**src/rtl/cv_bus_master.sv**
```systemverilog
// Z80-style bus-cycle initiator: turns single requests into T-state-accurate MREQ/IORQ/RD/WR strobes.
// Optional refresh T-states after mem reads when CV_BUS_RFSH_EN is defined.
module cv_bus_master #(
  parameter int IO_AUTO_WAIT = 1
) (
  input  logic        clk_i,
  input  logic        reset_n_i,
  input  logic        clk_en_i,
  input  logic        req_i,
  input  logic [1:0]  req_type_i,
  input  logic [15:0] req_addr_i,
  input  logic [7:0]  req_data_i,
  output logic        req_ready_o,
  output logic        done_o,
  output logic [7:0]  rdata_o,
  output logic [15:0] a_o,
  output logic [7:0]  d_o,
  output logic        d_oe_o,
  input  logic [7:0]  d_i,
  input  logic        wait_n_i,
  output logic        mreq_n_o,
  output logic        iorq_n_o,
  output logic        rd_n_o,
  output logic        wr_n_o,
  output logic        rfsh_n_o
);

  localparam bit AUTO_WAIT = (IO_AUTO_WAIT != 0);

  typedef enum logic [2:0] {
    S_IDLE,
    S_T1,
    S_T2,
    S_TW,
    S_T3
`ifdef CV_BUS_RFSH_EN
    ,
    S_R1,
    S_R2
`endif
  } state_t;

  state_t     state, state_nxt;
  logic [1:0] typ_q, cur_type;
  logic       is_io, is_wr;
  logic       mreq_nxt, iorq_nxt, rd_nxt, wr_nxt, doe_nxt;
`ifdef CV_BUS_RFSH_EN
  logic       rfsh_nxt;
  logic [6:0] r_cnt;
`endif

  // In IDLE the strobes for T1 must be decoded from the incoming request, not the latched type.
  assign cur_type = (state == S_IDLE) ? req_type_i : typ_q;
  assign is_io    = cur_type[1];
  assign is_wr    = cur_type[0];

  always_comb begin
    state_nxt = state;
    if (clk_en_i) begin
      case (state)
        S_IDLE: if (req_i) state_nxt = S_T1;
        S_T1:   state_nxt = S_T2;
        S_T2:   state_nxt = ((is_io && AUTO_WAIT) || !wait_n_i) ? S_TW : S_T3;
        S_TW:   state_nxt = wait_n_i ? S_T3 : S_TW;
`ifdef CV_BUS_RFSH_EN
        S_T3:   state_nxt = (typ_q == 2'b00) ? S_R1 : S_IDLE;
        S_R1:   state_nxt = S_R2;
        S_R2:   state_nxt = S_IDLE;
`else
        S_T3:   state_nxt = S_IDLE;
`endif
        default: state_nxt = S_IDLE;
      endcase
    end
  end

  // Strobe pattern for the state being entered; registered on the same tick.
  always_comb begin
    mreq_nxt = 1'b1;
    iorq_nxt = 1'b1;
    rd_nxt   = 1'b1;
    wr_nxt   = 1'b1;
    doe_nxt  = 1'b0;
`ifdef CV_BUS_RFSH_EN
    rfsh_nxt = 1'b1;
`endif
    case (state_nxt)
      S_T1: begin
        mreq_nxt = is_io;
        rd_nxt   = is_io | is_wr;
        doe_nxt  = is_wr;
      end
      S_T2, S_TW: begin
        mreq_nxt = is_io;
        iorq_nxt = !is_io;
        rd_nxt   = is_wr;
        wr_nxt   = !is_wr;
        doe_nxt  = is_wr;
      end
      S_T3: doe_nxt = is_wr;
`ifdef CV_BUS_RFSH_EN
      S_R1: rfsh_nxt = 1'b0;
      S_R2: begin
        rfsh_nxt = 1'b0;
        mreq_nxt = 1'b0;
      end
`endif
      default: ;
    endcase
  end

  always_ff @(posedge clk_i or negedge reset_n_i) begin
    if (!reset_n_i) begin
      state       <= S_IDLE;
      typ_q       <= 2'b00;
      req_ready_o <= 1'b1;
      done_o      <= 1'b0;
      rdata_o     <= 8'h00;
      a_o         <= 16'h0000;
      d_o         <= 8'h00;
      d_oe_o      <= 1'b0;
      mreq_n_o    <= 1'b1;
      iorq_n_o    <= 1'b1;
      rd_n_o      <= 1'b1;
      wr_n_o      <= 1'b1;
`ifdef CV_BUS_RFSH_EN
      rfsh_n_o    <= 1'b1;
      r_cnt       <= 7'd0;
`endif
    end else begin
      done_o <= 1'b0;
      if (clk_en_i) begin
        state       <= state_nxt;
        req_ready_o <= (state_nxt == S_IDLE);
        mreq_n_o    <= mreq_nxt;
        iorq_n_o    <= iorq_nxt;
        rd_n_o      <= rd_nxt;
        wr_n_o      <= wr_nxt;
        d_oe_o      <= doe_nxt;
        if (state == S_IDLE && req_i) begin
          typ_q <= req_type_i;
          a_o   <= req_addr_i;
          d_o   <= req_data_i;
        end
        // Capture on the edge leaving the strobed phase, while RD is still low.
        if ((state == S_T2 || state == S_TW) && state_nxt == S_T3 && !typ_q[0])
          rdata_o <= d_i;
        if (state != S_IDLE && state_nxt == S_IDLE)
          done_o <= 1'b1;
`ifdef CV_BUS_RFSH_EN
        rfsh_n_o <= rfsh_nxt;
        if (state_nxt == S_R1)
          a_o <= {9'b0, r_cnt};
        if (state == S_R2)
          r_cnt <= r_cnt + 7'd1;
`endif
      end
    end
  end

`ifndef CV_BUS_RFSH_EN
  assign rfsh_n_o = 1'b1;
`endif

endmodule

```
**config.mk**
```make
export PLATFORM = sky130hd
export DESIGN_NAME = cv_bus_master
export DESIGN_NICKNAME = d
export VERILOG_FILES = /design/src/rtl/cv_bus_master.sv
export SDC_FILE = /design/constraint.sdc
export NUM_CORES = 1
export LEC_CHECK = 0
export CORE_ASPECT_RATIO = 1.4
export CORE_MARGIN = 1.5
export CORE_UTILIZATION = 42
export DETAILED_ROUTE_END_ITERATION = 8
export MAX_ROUTING_LAYER = met4
export PLACE_DENSITY_LB_ADDON = 0.2
export SYNTH_ARGS = -nofsm -noshare
export SYNTH_HDL_FRONTEND = slang
export SYNTH_SLANG_ARGS = --single-unit
export TNS_END_PERCENT = 100
```
**constraint.sdc**
```tcl
create_clock -name clk_i -period 1.83 [get_ports clk_i]
set_input_delay 0.183 -clock clk_i [delete_from_list [all_inputs] [get_ports clk_i]]
set_output_delay 0.183 -clock clk_i [all_outputs]
set_load 0.01 [all_outputs]
```
==> flow_summary.ini, run 1 <==
[global_route]
grt_util_all_layers_pct = 17.7
grt_pass1_wl_um = 6200
grt_start_max_net_pins = 45
grt_overflow = 0
grt_pass1_vias = 1413
antenna_found_initial = 0

[layout]
antenna_cells = 0
n_fill_cell = 357
seqCellArea_sq_um = 1110
drive_gt1_share_pct = 26.3
final_util_pct = 65.8
synthToLayoutAreaGrowth_pct = 51.1
multiInputGateArea_sq_um = 672
fin_cells = 258
fin_nets = 251

[clock_tree]
cts_buffers = 5
htree_levels = 2
clockBufferDepth = 2
cts_resized = 0
cts_tree = done
clk_root_buffer_cell = clkbuf_8
cts_setup_buffers = 0
clk_latency_ns = 0.29
clk_pin_slew_ns = 0.08
cts_num_sinks = 44
ctsHoldBuffers = 1

[routing]
drt_iter0_markers = 50
drc = 0
first_pass_iters = 4
avgViaCountPerCell = 5.15
wl_um = 3940
wl_per_cell_um = 15.3
postRouteAntennaNets = 0
vias = 1328

[synthesis]
synth_cells = 127
synth_nets = 166
netlist_area_sq_um = 1830
ys_warn_count = 0
ys_types = 31
yosysSeqAreaShare_pct = 60.5
syn_avg_cell_area_sq_um = 14.4
synth_seq_cells = 44

[pwr]
cellLeakagePower_nw = 1.19
cell_internal_pwr_w = 0.00311
p_switching_w = 0.00137
p_clk_share_pct = 13.8
power_frac_comb_pct = 46.5
power.density_nw_per_um2 = 1620
power_frac_seq_pct = 39.7
netSwitchingFraction_pct = 30.6
worst_ir_drop_vdd_uv = 816

[timing]
slew_violations = 0
rsz0062_at_grt = false
min_period_ns = 1.62
tightest_slew_ns = 0.537
fmax_mhz = 618
fin_tns_setup_ns = 0
skew_ns = 0.00529
slew_headroom_pct = 64.2
hold_viol = 0
setup_viol = 0
finalCritPeriodShare_pct = 88.5

[floorplan]
row_count = 28
coreArea_sq_um = 4200
die_x_um = 58.8
die-height_um = 81.1
die_area_sq_um = 4770
start_util_pct = 43.5
ios = 79

[placed_design]
port_buffers = 77
place_inst = 249
gp_congestion = 0.877
dp_hpwl_um = 2960

[critical_path]
crit_path_start_kind = flop
crit_family = simple AND/OR/NAND/NOR gates
crit_path_end_kind = flop
path_cells = nand2b_4, nand3_4, nor3_4, mux2_2
critPathMaxStageDelay_ns = 0.47
cp_data_required_time_ns = 2.01
crit_fanout = 8
path_buf_inv = 0
cp.arrival_ns = 1.80
worst-setup-path-type = reg2reg
critPathSlowestCell = dfrtp_1

[hold_path]
hp-class = in2async

[run_status]
status = finished clean

[job]
cap_violations = 0
==> power by group through the flow <==
stage	Combinational, W	Sequential (W)	Clock, W
after floorplan	0.000773	0.00197	0
after global placement	0.00207	0.00178	0
after detailed placement	0.00210	0.00179	0
after CTS	0.00211	0.00179	0.000641
after global routing	0.00223	0.00184	0.000668
final	0.00208	0.00178	0.000618
==> tightest hold or removal path: stages <==
cell	delay (ns)
dlygate4sd3_1	0.52
buf_2	0.09
buf_4	0.44
==> Yosys cell counts, drive strengths merged <==
library cell | count | share of area (%)
a31oi | 2 | 0.68
o2bb2ai | 1 | 0.48
o21ai | 2 | 0.55
mux2 | 34 | 22
nor3 | 5 | 2.3
nand3 | 3 | 1.5
nand3b | 1 | 0.41
o211ai | 1 | 0.41
nor2 | 6 | 1.2
dfstp | 5 | 7.2
and3 | 1 | 0.34
nor2b | 1 | 0.34
nand2b | 3 | 1.4
nor4 | 1 | 0.34
dfrtp | 39 | 53
o311ai | 2 | 0.96
inv | 3 | 0.62
a211o | 2 | 0.96
nand2 | 4 | 0.82
a21oi | 4 | 1.1
conb | 1 | 0.20
and2 | 1 | 0.34
buf | 5 | 2.2
==> registers in the layout (all words and copies together), names as in the netlist, 2 cells and up <==
signal   cells
rdata_o      8
d_o          8
typ_q        2
state        3
a_o         16
==> routing by layer <==
metal	routed length, um	up-vias	track usage, %
li1	-	621	-
met4	51	0	4.77
met3	195	7	4.78
met1	1530	660	18.6
met5	0	-	-
met2	2160	40	32.0
==> cells in the final DEF, fill, tap and decap left out, drive strengths merged <==
master | synthesis | routed
dfrtp | 39 | 39
and2 | 1 | 1
o211ai | 1 | 1
clkinvlp | 0 | 1
a21oi | 4 | 4
conb | 1 | 1
mux2 | 34 | 34
nor3 | 5 | 5
a211o | 2 | 2
o311ai | 2 | 2
o2bb2ai | 1 | 1
nor2 | 6 | 6
and3 | 1 | 1
dlygate4sd3 | 0 | 1
inv | 3 | 3
clkdlybuf4s50 | 0 | 76
o21ai | 2 | 2
dfstp | 5 | 5
nand3b | 1 | 1
nand2 | 4 | 4
nor2b | 1 | 1
clkbuf | 0 | 7
buf | 5 | 6
nand2b | 3 | 3
nand3 | 3 | 3
a31oi | 2 | 2
nor4 | 1 | 1
==> stage by stage <==
| step | power (W) | area, sq um | hold slack (ns) | setup slack (ns) |
|---|---|---|---|---|
| floorplan | 0.00275 | 1830 | -0.113 | 0.327 |
| global placement | 0.00385 | 2660 | 0.281 | 0.0839 |
| detailed placement | 0.00390 | 2660 | 0.297 | 0.0559 |
| CTS | 0.00454 | 2770 | 0.496 | 0.218 |
| global route | 0.00474 | 2770 | 0.499 | 0.120 |
| finish | 0.00448 | 2770 | 0.493 | 0.211 |
==> final timing paths <==
kind,depth (start not counted),to,from,slack [ns]
worst max-delay path,4,rdata_o[3],state[0],0.21
worst min-delay path,3,done_o,reset_n_i,0.49
worst max register to register,4,rdata_o[3],state[0],0.21
worst min register to register,2,iorq_n_o,iorq_n_o,0.49
max in group asynchronous,3,rd_n_o,reset_n_i,0.96
min in group clk_i,2,iorq_n_o,iorq_n_o,0.49
==> area by class of cell <==
| type | count | share of cell area, % |
|---|---|---|
| sequential | 44 | 40.0 |
| timing repair buffer | 83 | 29.9 |
| multi-input combinational | 75 | 24.3 |
| clock buffer | 7 | 3.12 |
| tap | 45 | 2.04 |
| inverter | 3 | 0.407 |
| clock inverter | 1 | 0.271 |
==> cell families after synthesis <==
kind of cell           after synthesis  synth area share (%)
AO/OA/AOI/OAI                       14                  5.13
buffers and inverters                8                  2.80
flip-flops                          44                  60.5
multiplexers                        34                  22.4
other                                1                 0.205
AND/OR/NAND/NOR                     26                  9.02
Note: power is estimated with default switching activity, not from simulation.
==> run 2: changes to the inputs <==
--- a/config.mk
+++ b/config.mk
@@ -11,6 +11,7 @@
 export DETAILED_ROUTE_END_ITERATION = 8
 export MAX_ROUTING_LAYER = met4
 export PLACE_DENSITY_LB_ADDON = 0.2
+export SETUP_SLACK_MARGIN = 0.4
 export SYNTH_ARGS = -nofsm -noshare
 export SYNTH_HDL_FRONTEND = slang
 export SYNTH_SLANG_ARGS = --single-unit
==> run 2 against run 1 <==
Compared with the run above:
- non-clock buffer count is 13 higher
- critical path depth is 1 higher
- utilization is 6.3 points higher
- cell count is 5.0% higher
- register-to-register slack better by 0.13 ns
- clock-buffer cell count is 2 lower
- fmax is 8.4% higher
- combinational power is 17% higher
- critical path type unchanged
==> flow_summary.ini, run 2 (synthesis gave the netlist of run 1 again) <==
[routing]
first_pass_iters = 4
wl_per_cell_um = 17.0
vias = 1401
drt_iter0_markers = 50
drc = 0
postRouteAntennaNets = 0
avgViaCountPerCell = 5.17
wl_um = 4600

[placed_design]
dp_hpwl_um = 3170
port_buffers = 77
gp_congestion = 0.904

[layout]
largestRegisters = a_o x16, d_o x8, rdata_o x8
fin_nets = 264
largest_reg_flops = 16
final_cell_mix = clkdlybuf4s50_1, dfrtp_1, mux2_2
synthToLayoutAreaGrowth_pct = 65.6
antenna_cells = 0
drive_gt1_share_pct = 34.1
final_common_cell = clkdlybuf4s50_1
final_util_pct = 72.1
top_register = a_o

[clock_tree]
clk_latency_ns = 0.30
cts_num_sinks = 44
cts_buffers = 5
clk_pin_slew_ns = 0.09
clk_root_buffer_cell = clkbuf_8
cts_tree = done
htree_levels = 2
clockBufferDepth = 2

[critical_path]
worst-setup-path-type = reg2reg
crit_start = state[0]
critPathSlowestCell = dfrtp_2
critPathMaxStageDelay_ns = 0.45
reg2reg_from = state[0]
crit_path_start_kind = flop
cp_data_required_time_ns = 2.05
crit_path_end_kind = flop
crit_fanout = 4
cp.arrival_ns = 1.71
crit_family = compound AO/OA/AOI/OAI gates
path_buf_inv = 1
path_cells = nand2b_4, buf_4, a211o_1, a31oi_4, o311ai_1

[pwr]
cellLeakagePower_nw = 1.42
power.density_nw_per_um2 = 1640
worst_ir_drop_vdd_uv = 898

[hold_path]
hp-class = in2async

[global_route]
antenna_found_initial = 0
grt_util_all_layers_pct = 20.8
grt_start_max_net_pins = 18
grt_overflow = 0
grt_pass1_wl_um = 7110
grt_pass1_vias = 1489

[floorplan]
row_count = 28
start_util_pct = 43.5
die-height_um = 81.1
ios = 79
coreArea_sq_um = 4200
die_area_sq_um = 4770
die_x_um = 58.8

[run_status]
status = finished clean

[timing]
rsz0062_at_grt = true
fin_tns_setup_ns = 0
slew_violations = 0
min_period_ns = 1.49
setup_viol = 0
skew_ns = 0.0122
finalCritPeriodShare_pct = 81.6
hold_viol = 0
fmax_mhz = 670

[job]
cap_violations = 0
run 2: cell count changes in the layout (fill, tap and decap cells not counted), sizes merged:
| cell | delta |
|---|---|
| clkdlybuf4s50 | -15 |
| clkbuf | -1 |
| dlymetal6s2s | +10 |
| bufinv | +1 |
| dlygate4sd2 | +5 |
| buf | +12 |
| clkinv | +1 |
run 2: area by class of cell:
class | instances | area (sq um)
sequential | 44 | 1110
multi-input combinational | 75 | 762
clock buffer | 5 | 68.8
clock inverter | 3 | 42.5
inverter | 3 | 11.3
tap | 45 | 56.3
timing repair buffer | 96 | 980
fill | 330 | 1170
run 2: metrics by stage:
step / power [W] / hold slack, ns / instances / setup slack [ns] / cell area (sq um)
floorplan: 0.00275 / -0.113 / 127 / 0.345 / 1840
detailed placement: 0.00388 / 0.118 / 250 / 0.0787 / 2660
CTS: 0.00483 / 0.323 / 266 / 0.353 / 2900
global placement: 0.00382 / 0.118 / 250 / 0.134 / 2660
global route: 0.00526 / 0.365 / 271 / 0.293 / 3030
finish: 0.00496 / 0.320 / 271 / 0.337 / 3030
run 2: what timing repair did:
action | in CTS | in global routing
gates resized for setup | 21 | 20
gates cloned | 0 | 1
hold buffers | 1 | 0
endpoints found under the setup margin | 42 | 35
setup buffers | 7 | 4
hold endpoints to repair | 13 | 0
pin swaps | 3 | 3
run 2: final timing paths:
path / to / slack (ns) / depth (start not counted)
worst min-delay path: a_o[6] / 0.32 / 2
worst max register to register: rd_n_o / 0.34 / 5
max in group asynchronous: rd_n_o / 0.95 / 3
min in group clk_i: a_o[11] / 0.49 / 2
worst min register to register: iorq_n_o / 0.49 / 2
worst max-delay path: rd_n_o / 0.34 / 5
run 2: routing by layer:
layer | vias to the layer above | routed length, um | track usage [%]
li1 | 643 | - | -
met1 | 703 | 1800 | 23.9
met2 | 48 | 2530 | 34.9
met3 | 7 | 214 | 4.94
met4 | 0 | 59 | 7.50
met5 | - | 0 | -
run 2: report_power, final:
part	internal (W)	leakage, nW	switching (W)	total [W]
sequential	0.00148	0.521	0.000309	0.00179
combinational	0.00153	0.842	0.000900	0.00243
clock	0.000404	0.0541	0.000332	0.000736
total	0.00342	1.42	0.00154	0.00496
